===== src/rtl/bcp_pkg.sv =====
// Shared types and constants for the BCP clause scanner slice.
package bcp_pkg;

  typedef enum logic [1:0] {
    ST_IDLE,
    ST_SCAN,
    ST_EMIT,
    ST_DONE
  } state_e;

  localparam int DEF_VAR_NUM    = 8;
  localparam int DEF_CLAUSE_NUM = 16;

  // Clause word layout: type bits in the low half, presence mask in the high half.
  localparam int TYPE_LSB = 0;

  function automatic int mask_lsb(input int var_num);
    return var_num;
  endfunction

endpackage


===== src/rtl/bcp_clause_scanner_if.sv =====
// Implication stream from the clause scanner toward the implication queue.
interface bcp_clause_scanner_if
  import bcp_pkg::*;
#(
  parameter int VAR_NUM    = DEF_VAR_NUM,
  parameter int CLAUSE_NUM = DEF_CLAUSE_NUM
);
  localparam int IDX_W = $clog2(CLAUSE_NUM);
  localparam int VAR_W = $clog2(VAR_NUM);

  logic             imp_valid;
  logic             imp_ready;
  logic [VAR_W-1:0] imp_var;
  logic             imp_value;
  logic [IDX_W-1:0] imp_clause;

  modport master (output imp_valid, imp_var, imp_value, imp_clause, input imp_ready);
  modport slave  (input imp_valid, imp_var, imp_value, imp_clause, output imp_ready);
endinterface


===== src/rtl/bcp_clause_eval.sv =====
// Combinational status of one clause against an assignment snapshot.
module bcp_clause_eval #(
  parameter int VAR_NUM = 8,
  parameter int VAR_W   = $clog2(VAR_NUM)
) (
  input  logic [VAR_NUM-1:0] mask,
  input  logic [VAR_NUM-1:0] lit_type,
  input  logic [VAR_NUM-1:0] assignment,
  input  logic [VAR_NUM-1:0] free,
  output logic               sat,
  output logic               unit,
  output logic               conflict,
  output logic [VAR_W-1:0]   free_var
);
  logic [VAR_NUM-1:0] true_lits;
  logic [VAR_NUM-1:0] free_lits;

  always_comb begin
    true_lits = mask & ~free & ~(assignment ^ lit_type);
    free_lits = mask & free;
    sat       = |true_lits;
    unit      = !sat && ($countones(free_lits) == 1);
    conflict  = !sat && (free_lits == '0);
    // Only meaningful for a unit clause, where exactly one bit is set.
    free_var  = '0;
    for (int unsigned i = 0; i < VAR_NUM; i++) begin
      if (free_lits[i]) free_var = VAR_W'(i);
    end
  end
endmodule


===== src/rtl/bcp_clause_scanner.sv =====
// Clause store plus scan FSM emitting unit implications and stopping on conflict.
module bcp_clause_scanner
  import bcp_pkg::*;
#(
  parameter int VAR_NUM    = DEF_VAR_NUM,
  parameter int CLAUSE_NUM = DEF_CLAUSE_NUM,
  parameter int IDX_W      = $clog2(CLAUSE_NUM),
  parameter int VAR_W      = $clog2(VAR_NUM)
) (
  input  logic                 clk,
  input  logic                 rst_n,
  input  logic                 load_en,
  input  logic [IDX_W-1:0]     load_addr,
  input  logic [2*VAR_NUM-1:0] load_clause,
  input  logic [IDX_W:0]       num_clauses,
  input  logic [VAR_NUM-1:0]   assignment,
  input  logic [VAR_NUM-1:0]   free,
  input  logic                 start,
  output logic                 busy,
  output logic                 done,
  output logic                 conflict,
  output logic [IDX_W-1:0]     conflict_idx,
  bcp_clause_scanner_if.master imp
);
  localparam int             MASK_LSB = mask_lsb(VAR_NUM);
  localparam logic [IDX_W:0] MAX_NUM  = (IDX_W+1)'(CLAUSE_NUM);

  state_e               state_q, state_d;
  logic [IDX_W-1:0]     idx_q, idx_d;
  logic [IDX_W:0]       num_q, num_d;
  logic [VAR_NUM-1:0]   asg_q, asg_d, free_q, free_d;
  logic                 conflict_q, conflict_d;
  logic [IDX_W-1:0]     cidx_q, cidx_d;
  logic [VAR_W-1:0]     imp_var_q, imp_var_d;
  logic                 imp_value_q, imp_value_d;
  logic [IDX_W-1:0]     imp_clause_q, imp_clause_d;
  logic [2*VAR_NUM-1:0] store_q [CLAUSE_NUM];

  logic [2*VAR_NUM-1:0] cur_clause;
  logic [VAR_NUM-1:0]   cur_mask, cur_type;
  logic [IDX_W:0]       num_clamped;
  logic                 last_idx;
  logic                 ev_sat, ev_unit, ev_conflict;
  logic [VAR_W-1:0]     ev_free_var;

  assign cur_clause  = store_q[idx_q];
  assign cur_mask    = cur_clause[MASK_LSB +: VAR_NUM];
  assign cur_type    = cur_clause[TYPE_LSB +: VAR_NUM];
  assign num_clamped = (num_clauses > MAX_NUM) ? MAX_NUM : num_clauses;
  assign last_idx    = ({1'b0, idx_q} == (num_q - 1'b1));

  bcp_clause_eval #(
    .VAR_NUM (VAR_NUM),
    .VAR_W   (VAR_W)
  ) u_eval (
    .mask       (cur_mask),
    .lit_type   (cur_type),
    .assignment (asg_q),
    .free       (free_q),
    .sat        (ev_sat),
    .unit       (ev_unit),
    .conflict   (ev_conflict),
    .free_var   (ev_free_var)
  );

  always_comb begin
    state_d      = state_q;
    idx_d        = idx_q;
    num_d        = num_q;
    asg_d        = asg_q;
    free_d       = free_q;
    conflict_d   = conflict_q;
    cidx_d       = cidx_q;
    imp_var_d    = imp_var_q;
    imp_value_d  = imp_value_q;
    imp_clause_d = imp_clause_q;
    case (state_q)
      ST_IDLE: begin
        if (start) begin
          asg_d      = assignment;
          free_d     = free;
          num_d      = num_clamped;
          conflict_d = 1'b0;
          cidx_d     = '0;
          idx_d      = '0;
          state_d    = (num_clamped == '0) ? ST_DONE : ST_SCAN;
        end
      end
      ST_SCAN: begin
        if (ev_conflict) begin
          conflict_d = 1'b1;
          cidx_d     = idx_q;
          state_d    = ST_DONE;
        end else if (ev_unit) begin
          imp_var_d    = ev_free_var;
          imp_value_d  = cur_type[ev_free_var];
          imp_clause_d = idx_q;
          state_d      = ST_EMIT;
        end else if (last_idx) begin
          state_d = ST_DONE;
        end else begin
          idx_d = idx_q + 1'b1;
        end
      end
      ST_EMIT: begin
        if (imp.imp_ready) begin
          if (last_idx) begin
            state_d = ST_DONE;
          end else begin
            idx_d   = idx_q + 1'b1;
            state_d = ST_SCAN;
          end
        end
      end
      ST_DONE: state_d = ST_IDLE;
      default: state_d = ST_IDLE;
    endcase
  end

  always_ff @(posedge clk or negedge rst_n) begin
    if (!rst_n) begin
      state_q      <= ST_IDLE;
      idx_q        <= '0;
      num_q        <= '0;
      asg_q        <= '0;
      free_q       <= '0;
      conflict_q   <= 1'b0;
      cidx_q       <= '0;
      imp_var_q    <= '0;
      imp_value_q  <= 1'b0;
      imp_clause_q <= '0;
    end else begin
      state_q      <= state_d;
      idx_q        <= idx_d;
      num_q        <= num_d;
      asg_q        <= asg_d;
      free_q       <= free_d;
      conflict_q   <= conflict_d;
      cidx_q       <= cidx_d;
      imp_var_q    <= imp_var_d;
      imp_value_q  <= imp_value_d;
      imp_clause_q <= imp_clause_d;
    end
  end

  always_ff @(posedge clk or negedge rst_n) begin
    if (!rst_n) begin
      for (int unsigned i = 0; i < CLAUSE_NUM; i++) store_q[i] <= '0;
    end else if (load_en && (state_q == ST_IDLE)) begin
      store_q[load_addr] <= load_clause;
    end
  end

  assign busy           = (state_q != ST_IDLE);
  assign done           = (state_q == ST_DONE);
  assign conflict       = conflict_q;
  assign conflict_idx   = cidx_q;
  assign imp.imp_valid  = (state_q == ST_EMIT);
  assign imp.imp_var    = imp_var_q;
  assign imp.imp_value  = imp_value_q;
  assign imp.imp_clause = imp_clause_q;
endmodule


===== src/flat_wrapper.sv =====
// flat-port wrapper written by rule: the top's interface ports become plain ports
module bcp_clause_scanner_flat import bcp_pkg::*;
#(
  parameter int VAR_NUM    = DEF_VAR_NUM,
  parameter int CLAUSE_NUM = DEF_CLAUSE_NUM,
  parameter int IDX_W      = $clog2(CLAUSE_NUM),
  parameter int VAR_W      = $clog2(VAR_NUM)
)
  (clk, rst_n, load_en, load_addr, load_clause, num_clauses, assignment, free, start, busy, done, conflict, conflict_idx, imp_imp_valid, imp_imp_var, imp_imp_value, imp_imp_clause, imp_imp_ready);
  bcp_clause_scanner_if #(.VAR_NUM(VAR_NUM), .CLAUSE_NUM(CLAUSE_NUM)) imp_i ();
  input  logic clk;
  input  logic rst_n;
  input  logic load_en;
  input  logic [IDX_W-1:0] load_addr;
  input  logic [2*VAR_NUM-1:0] load_clause;
  input  logic [IDX_W:0] num_clauses;
  input  logic [VAR_NUM-1:0] assignment;
  input  logic [VAR_NUM-1:0] free;
  input  logic start;
  output logic busy;
  output logic done;
  output logic conflict;
  output logic [IDX_W-1:0] conflict_idx;
  output wire logic [$bits(imp_i.imp_valid)-1:0] imp_imp_valid;
  output wire logic [$bits(imp_i.imp_var)-1:0] imp_imp_var;
  output wire logic [$bits(imp_i.imp_value)-1:0] imp_imp_value;
  output wire logic [$bits(imp_i.imp_clause)-1:0] imp_imp_clause;
  input wire logic [$bits(imp_i.imp_ready)-1:0] imp_imp_ready;
  assign imp_imp_valid = imp_i.imp_valid;
  assign imp_imp_var = imp_i.imp_var;
  assign imp_imp_value = imp_i.imp_value;
  assign imp_imp_clause = imp_i.imp_clause;
  assign imp_i.imp_ready = imp_imp_ready;
  bcp_clause_scanner #(.VAR_NUM(VAR_NUM), .CLAUSE_NUM(CLAUSE_NUM), .IDX_W(IDX_W), .VAR_W(VAR_W)) u_core (.clk(clk), .rst_n(rst_n), .load_en(load_en), .load_addr(load_addr), .load_clause(load_clause), .num_clauses(num_clauses), .assignment(assignment), .free(free), .start(start), .busy(busy), .done(done), .conflict(conflict), .conflict_idx(conflict_idx), .imp(imp_i));
endmodule

===== config.mk =====
export PLATFORM = sky130hd
export DESIGN_NAME = bcp_clause_scanner_flat
export DESIGN_NICKNAME = d
export VERILOG_FILES = /design/src/rtl/bcp_pkg.sv /design/src/rtl/bcp_clause_scanner_if.sv /design/src/rtl/bcp_clause_eval.sv /design/src/rtl/bcp_clause_scanner.sv /design/src/flat_wrapper.sv
export SDC_FILE = /design/constraint.sdc
export NUM_CORES = 1
export LEC_CHECK = 0
export ABC_AREA = 1
export CAP_MARGIN = 20
export CORE_MARGIN = 4
export CORE_UTILIZATION = 45
export DETAILED_ROUTE_END_ITERATION = 8
export PLACE_DENSITY = 0.67
export SETUP_SLACK_MARGIN = 0.05
export SKIP_LAST_GASP = 1
export SYNTH_ARGS = -nofsm -noshare
export SYNTH_HDL_FRONTEND = slang
export SYNTH_HIERARCHICAL = 1
export SYNTH_SLANG_ARGS = --single-unit

===== constraint.sdc =====
create_clock -name clk -period 11.46 [get_ports clk]
set_clock_uncertainty 0.2 [all_clocks]
set_input_delay 1.719 -clock clk [delete_from_list [all_inputs] [get_ports clk]]
set_output_delay 1.719 -clock clk [all_outputs]
set_load 0.005 [all_outputs]

==> impl_metrics.sql, run 1 <==
INSERT INTO impl_metrics (metric_group, metric, value, unit) VALUES
('worst_setup_path', 'critical_path.slowest_cell', 'sky130_fd_sc_hd__dfrtp_4', ''),
('synthesis', 'synth.top_cell.area_share', '52.2', '%'),
('sta', 'finalHoldViolCount', '0', ''),
('worst_setup_path', 'critPathKind', 'reg -> reg', ''),
('sta', 'rsz0062_at_grt', 'false', ''),
('drt', 'detailedRoute.firstPassIterationCount', '6', ''),
('drt', 'detailedRoute.firstIterationViolations', '1009', ''),
('die', 'floorplan.initialDensity', '46.1', '%'),
('synthesis', 'ys_seq_elements', '296', ''),
('global_route', 'overall_global_routing_resource_usage', '23.0', '%'),
('worst_setup_path', 'critPathMaxFanout', '86', ''),
('sta', 'max-slew-margin-rel', '31.7', '%'),
('sta', 'setup_viol_count_final', '0', ''),
('synthesis', 'synth.most_common_cell', 'sky130_fd_sc_hd__nand2_1', ''),
('synthesis', 'syn_avg_cell_area', '7.94', 'um^2'),
('worst_setup_path', 'worst_setup_path_start_kind', 'register', ''),
('layout', 'instances_no_fill', '2200', ''),
('sta', 'final_critical_path_setup_slack', '4.57', 'ns'),
('pwr', 'p_leak', '7.65', 'nW'),
('synthesis', 'proportion_of_synthesized_chip_area_in_sequential_cells', '52.2', '%'),
('die', 'io_pins', '62', ''),
('synthesis', 'netlist_top_cells_area', 'sky130_fd_sc_hd__dfrtp_1 (52%), sky130_fd_sc_hd__nand2_1 (14%), sky130_fd_sc_hd__o21ai_0 (11%)', ''),
('die', 'design.core.area', '30800', 'um^2'),
('worst_setup_path', 'cp_data_required_time', '11.68', 'ns'),
('clock_network', 'root_buffer', 'sky130_fd_sc_hd__clkbuf_16', ''),
('clock_network', 'numCtsBuffers', '31', ''),
('synthesis', 'synth_area_leader_cell', 'sky130_fd_sc_hd__dfrtp_1', ''),
('drt', 'antenna_nets_post_route', '0', ''),
('clock_network', 'clk_pin_slew', '0.06', 'ns'),
('sta', 'final_min_period_over_clock_period', '60.1', '%'),
('placed_design', 'routability_congestion_estimate', '0.938', ''),
('die', 'design.die.area', '34500', 'um^2'),
('layout', 'synthToLayoutAreaGrowth', '12.5', '%'),
('drt', 'routed_wirelength', '39200', 'um'),
('run_status', 'run_status', 'finished clean', ''),
('synthesis', 'syn-cell-area', '14200', 'um^2'),
('global_route', 'antenna_found_initial', '0', ''),
('global_route', 'grt_first_pass_wirelength', '63700', 'um'),
('worst_setup_path', 'cp-end-kind', 'register', ''),
('clock_network', 'ctsResizeCount', '0', ''),
('sta', 'drv_slew', '0', ''),
('die', 'die-width', '186', 'um'),
('worst_hold_path', 'worst_hold_path_type', 'reg -> reg', ''),
('synthesis', 'postSynthCellCount', '1789', ''),
('placed_design', 'post_place_cells', '2145', ''),
('drt', 'drc', '0', ''),
('run', 'maxCapViolCount', '0', ''),
('synthesis', 'synthTopCellsByCount', 'sky130_fd_sc_hd__nand2_1 (523), sky130_fd_sc_hd__o21ai_0 (311), sky130_fd_sc_hd__dfrtp_1 (296)', ''),
('drt', 'vias', '12000', ''),
('layout', 'nets', '1843', ''),
('synthesis', 'synthDistinctLibCells', '35', ''),
('sta', 'worst-slew-pin-transition', '1.02', 'ns'),
('clock_network', 'hold_buffers', '0', ''),
('clock_network', 'tritoncts', 'built', ''),
('clock_network', 'insertion_delay', '0.58', 'ns'),
('clock_network', 'clk_path_buf_depth', '3', ''),
('synthesis', 'synth_async_sr_flop_share', '100', '%'),
('sta', 'max_freq', '0.145', 'GHz'),
('clock_network', 'number_of_sinks_on_the_clock_net', '296', ''),
('global_route', 'grt_overflow_total', '0', ''),
('synthesis', 'syn_nets', '1850', ''),
('pwr', 'finalPower', '0.00445', 'W'),
('placed_design', 'dp_worst_setup_slack', '4.70', 'ns'),
('synthesis', 'synth_top_flop_cell', 'sky130_fd_sc_hd__dfrtp_1', ''),
('synthesis', 'synth.yosys.warnings', '6', ''),
('synthesis', 'synth_xor_xnor_area_share', '0.432', '%'),
('worst_setup_path', 'cp_data_arrival_time', '7.11', 'ns'),
('worst_setup_path', 'worst_path_largest_cell_delay', '0.83', 'ns'),
('placed_design', 'dp.final_hpwl', '22700', 'um'),
('die', 'standard_cell_row_count', '64', ''),
('clock_network', 'cts_setup_buffers', '0', '');
[per-stage QoR]
step	utilization, %	area, um^2	hold slack [ns]
final	51.8	16000	0.282
after global routing	51.8	16000	0.297
after CTS	51.8	16000	0.284
after detailed placement	48.4	14900	0.268
after global placement	48.4	14900	0.262
after floorplan	-	14200	0.248
[where the power goes]
| part | switching, W | internal [W] |
|---|---|---|
| Clock | 0.000417 | 0.000613 |
| Combinational | 0.000976 | 0.000605 |
| Sequential | 0.000323 | 0.00152 |
| Total | 0.00172 | 0.00274 |
[path summary, 6_finish.rpt]
| path | slack [ns] | cells past startpoint | start | endpoint |
|---|---|---|---|---|
| setup / recovery | 4.57 | 26 | u_core/idx_q[0] | u_core/imp.imp_clause[0] |
| max in group asynchronous | 8.60 | 2 | rst_n | u_core/store_q[91] |
| hold reg to reg | 0.28 | 2 | u_core/store_q[113] | u_core/store_q[113] |
| hold / removal | 0.28 | 2 | u_core/store_q[113] | u_core/store_q[113] |
| setup reg to reg | 4.57 | 26 | u_core/idx_q[0] | u_core/imp.imp_clause[0] |
| min in group asynchronous | 1.00 | 1 | rst_n | u_core/store_q[243] |
[metal layers]
| metal | track usage [%] | part of all wire [%] |
|---|---|---|
| met5 | 0 | 0 |
| met4 | 5.48 | 2.3 |
| met3 | 2.68 | 4.9 |
| met2 | 39.4 | 49 |
| met1 | 31.5 | 44 |
[critical path, delay by kind of cell (launching register included)]
kind	cells	cell delay (ns)
AND/OR/NAND/NOR	8	1.02
flip-flops	1	0.83
buffers and inverters	7	1.86
AO/OA/AOI/OAI	6	0.95
adder cells (fa/ha/maj)	5	1.81
[area by class of cell]
type	count	area, um^2	share of cell area, %
clock buffers	47	946	5.92
clock inverters	8	111	0.697
inverters	150	566	3.54
multi-input cells	1222	5670	35.5
flip-flops and latches	296	7410	46.4
well taps	396	495	3.10
repair buffers	81	778	4.87
[flip-flops by register name (all words and copies together), names as in the netlist]
name / cells
u_core/conflict_idx: 4
u_core/imp.imp_clause: 4
u_core/conflict: 1
u_core/imp.imp_value: 1
u_core/store_q: 256
u_core/state_q: 2
u_core/free_q: 8
u_core/idx_q: 4
u_core/imp.imp_var: 3
u_core/num_q: 5
u_core/asg_q: 8
[cells in the final DEF, fill, tap and decap left out, drive strengths merged]
cell type | synthesis | layout
o211ai | 14 | 14
a31oi | 1 | 1
nand2 | 526 | 526
bufinv | 0 | 2
buf | 42 | 21
o22ai | 40 | 40
o21ai | 370 | 370
a22oi | 4 | 4
nand3 | 101 | 101
o2111ai | 1 | 1
nand4 | 4 | 4
or2 | 1 | 1
nor3 | 4 | 4
clkdlybuf4s50 | 0 | 60
clkbuf | 79 | 47
a21oi | 10 | 10
clkinv | 0 | 4
inv | 150 | 152
xnor2 | 2 | 2
nor2 | 122 | 122
xor2 | 5 | 5
dfrtp | 296 | 296
fa | 4 | 4
o21bai | 1 | 1
o41ai | 1 | 1
ha | 11 | 11
[kinds of logic after synthesis]
group                      after synthesis
adders and majority gates               15
buffers and inverters                  271
DFF                                    296
AOI/OAI and AO/OA                      442
and+or+nand+nor                        758
xor gates and xnor gates                 7
(Power assumes the default switching activity.)
==> run 2, diff against run 1 <==
==> constraint.sdc (replaced) <==
create_clock -name clk -period 7.1 [get_ports clk]
set_clock_uncertainty 0.2 [all_clocks]
set_input_delay 1.065 -clock clk [delete_from_list [all_inputs] [get_ports clk]]
set_output_delay 1.065 -clock clk [all_outputs]
set_load 0.005 [all_outputs]
==> impl_metrics.sql, run 2 (synthesis gave the netlist of run 1 again) <==
INSERT INTO impl_metrics (metric_group, metric, value, unit) VALUES
('drt', 'drc', '0', ''),
('clock_network', 'number_of_sinks_on_the_clock_net', '296', ''),
('sta', 'post-route-min-period', '5.77', 'ns'),
('drt', 'vias', '12000', ''),
('layout', 'top_register', 'u_core/store_q', ''),
('sta', 'worst-slew-pin-transition', '0.867', 'ns'),
('clock_network', 'clk_pin_slew', '0.07', 'ns'),
('layout', 'layout.cells.most_common', 'sky130_fd_sc_hd__nand2_1', ''),
('drt', 'routed_via_density', '5.45', ''),
('drt', 'antenna_nets_post_route', '0', ''),
('sta', 'max-slew-margin-rel', '42.2', '%'),
('clock_network', 'clk_path_buf_depth', '3', ''),
('layout', 'fraction_of_layout_instances_using_a_drive_strength_above_1', '5.52', '%'),
('layout', 'synthToLayoutAreaGrowth', '12.8', '%'),
('worst_setup_path', 'critPathKind', 'reg -> reg', ''),
('die', 'design.core.area', '30800', 'um^2'),
('worst_setup_path', 'cp-end-kind', 'register', ''),
('die', 'die_h', '186', 'um'),
('pwr', 'vdd_ir_drop_max', '236', 'uV'),
('die', 'die-width', '186', 'um'),
('worst_setup_path', 'critPathMaxFanout', '70', ''),
('global_route', 'antenna_found_initial', '0', ''),
('clock_network', 'numCtsBuffers', '30', ''),
('worst_setup_path', 'cp_data_required_time', '7.31', 'ns'),
('clock_network', 'hold_buffers', '0', ''),
('clock_network', 'cts_setup_buffers', '0', ''),
('worst_setup_path', 'worst_setup_path_start_kind', 'register', ''),
('drt', 'detailedRoute.firstPassIterationCount', '5', ''),
('global_route', 'grt_first_pass_wirelength', '63300', 'um'),
('global_route', 'grt_overflow_total', '0', ''),
('sta', 'setup_viol_count_final', '0', ''),
('layout', 'n_antenna_cell', '0', ''),
('clock_network', 'tritoncts', 'built', ''),
('sta', 'final_min_period_over_clock_period', '81.3', '%'),
('worst_hold_path', 'worst_hold_path_type', 'reg -> reg', ''),
('placed_design', 'placement.io_buffers', '61', ''),
('layout', 'biggestRegsByFlops', 'u_core/store_q x256, u_core/asg_q x8, u_core/free_q x8', ''),
('sta', 'max_freq', '0.173', 'GHz'),
('die', 'design.die.area', '34500', 'um^2'),
('drt', 'detailedRoute.firstIterationViolations', '1167', ''),
('worst_setup_path', 'ff2ff_path_depth', '25', ''),
('clock_network', 'cts_max_level', '1', ''),
('placed_design', 'dp.final_hpwl', '23500', 'um'),
('die', 'io_pins', '62', ''),
('layout', 'multi_input_logic_area', '5660', 'um^2'),
('worst_hold_path', 'min_delay_path_depth', '2', ''),
('sta', 'rsz0062_at_grt', 'false', ''),
('global_route', 'overall_global_routing_resource_usage', '23.1', '%'),
('layout', 'nets', '1849', ''),
('drt', 'routed_len_inst', '17.8', 'um'),
('clock_network', 'insertion_delay', '0.56', 'ns'),
('run', 'maxCapViolCount', '0', ''),
('global_route', 'grt_pass1_vias', '11600', ''),
('drt', 'routed_wirelength', '39300', 'um'),
('placed_design', 'routability_congestion_estimate', '0.881', ''),
('run_status', 'run_status', 'finished clean', ''),
('sta', 'finalHoldViolCount', '0', ''),
('sta', 'fin_setup_tns', '0', 'ns'),
('clock_network', 'ctsResizeCount', '0', ''),
('pwr', 'p_leak', '7.67', 'nW'),
('die', 'floorplan.initialDensity', '46.1', '%'),
('layout', 'commonest_cells_after_routing_fill_and_taps_aside', 'sky130_fd_sc_hd__nand2_1 (523), sky130_fd_sc_hd__o21ai_0 (311), sky130_fd_sc_hd__dfrtp_1 (294)', ''),
('layout', 'fillCellCount', '2920', ''),
('clock_network', 'root_buffer', 'sky130_fd_sc_hd__clkbuf_16', ''),
('die', 'standard_cell_row_count', '64', ''),
('pwr', 'power.density_cell_area', '450', 'nW/um^2'),
('layout', 'ff_latch_area', '7410', 'um^2'),
('sta', 'drv_slew', '0', ''),
('global_route', 'grt_start_max_net_pins', '86', ''),
('worst_setup_path', 'cp_data_arrival_time', '5.98', 'ns'),
('sta', 'hold-worst-slack', '0.281', 'ns'),
('layout', 'largest_register_ffs', '256', '');
==> run 2: final cells by class <==
class / count / share of cell area (%)
Tap cell: 396 / 3.09
Timing Repair Buffer: 88 / 5.23
Inverter: 150 / 3.53
Multi-Input combinational cell: 1222 / 35.3
Clock buffer: 48 / 5.80
Clock inverter: 6 / 0.726
Sequential cell: 296 / 46.3
==> run 2: worst paths after layout <==
kind / startpoint / to / slack, ns
max in group asynchronous: rst_n / u_core/idx_q[0] / 4.98
worst min-delay path: u_core/store_q[237] / u_core/store_q[237] / 0.28
min in group asynchronous: rst_n / u_core/store_q[227] / 0.31
worst min register to register: u_core/store_q[237] / u_core/store_q[237] / 0.28
worst max-delay path: u_core/idx_q[0] / u_core/imp.imp_clause[3] / 1.33
worst max register to register: u_core/idx_q[0] / u_core/imp.imp_clause[3] / 1.33
==> run 2: stage by stage <==
| step | instance area [um^2] | total power (W) | worst slack (ns) | std cells | util [%] |
|---|---|---|---|---|---|
| finish | 16000 | 0.00721 | 1.33 | 2206 | 52.0 |
| detailed placement | 14900 | 0.00555 | 1.35 | 2151 | 48.5 |
| CTS | 16000 | 0.00723 | 1.34 | 2205 | 51.9 |
| global placement | 14900 | 0.00545 | 1.49 | 2151 | 48.5 |
| global route | 16000 | 0.00782 | 0.719 | 2206 | 52.0 |
| floorplan | 14200 | 0.00482 | 2.20 | 1789 | - |
==> run 2: power by group <==
| group | internal, W | switching [W] |
|---|---|---|
| Sequential | 0.00245 | 0.000488 |
| Combinational | 0.000981 | 0.00162 |
| Clock | 0.00100 | 0.000659 |
| Total | 0.00444 | 0.00277 |
==> run 2: worst max-delay path, cell delays in order, from the launching register on <==
cell	delay [ns]
sky130_fd_sc_hd__dfrtp_4	0.64
sky130_fd_sc_hd__inv_4	0.59
sky130_fd_sc_hd__o21ai_0	0.17
sky130_fd_sc_hd__o22ai_1	0.14
sky130_fd_sc_hd__a21oi_1	0.08
sky130_fd_sc_hd__a22oi_1	0.35
sky130_fd_sc_hd__nand2_1	0.16
sky130_fd_sc_hd__inv_1	0.10
sky130_fd_sc_hd__fa_1	0.42
sky130_fd_sc_hd__inv_1	0.08
sky130_fd_sc_hd__fa_1	0.43
sky130_fd_sc_hd__fa_1	0.43
sky130_fd_sc_hd__inv_1	0.06
sky130_fd_sc_hd__ha_1	0.15
sky130_fd_sc_hd__inv_1	0.05
sky130_fd_sc_hd__fa_1	0.39
sky130_fd_sc_hd__nor2_1	0.12
sky130_fd_sc_hd__nand2_1	0.06
sky130_fd_sc_hd__nand2_1	0.06
sky130_fd_sc_hd__o2111ai_1	0.09
sky130_fd_sc_hd__nor2_1	0.20
sky130_fd_sc_hd__nand2_1	0.10
sky130_fd_sc_hd__nor2_1	0.13
sky130_fd_sc_hd__inv_1	0.20
sky130_fd_sc_hd__nand2_1	0.10
sky130_fd_sc_hd__o21ai_0	0.09
==> run 2: layer usage <==
metal | vias to the layer above | routed length [um] | global-route usage (%)
met5 | - | 0 | 0
met4 | 0 | 865 | 5.16
met3 | 60 | 2530 | 3.22
met2 | 376 | 19200 | 39.3
met1 | 5807 | 16800 | 31.6
li1 | 5781 | - | -
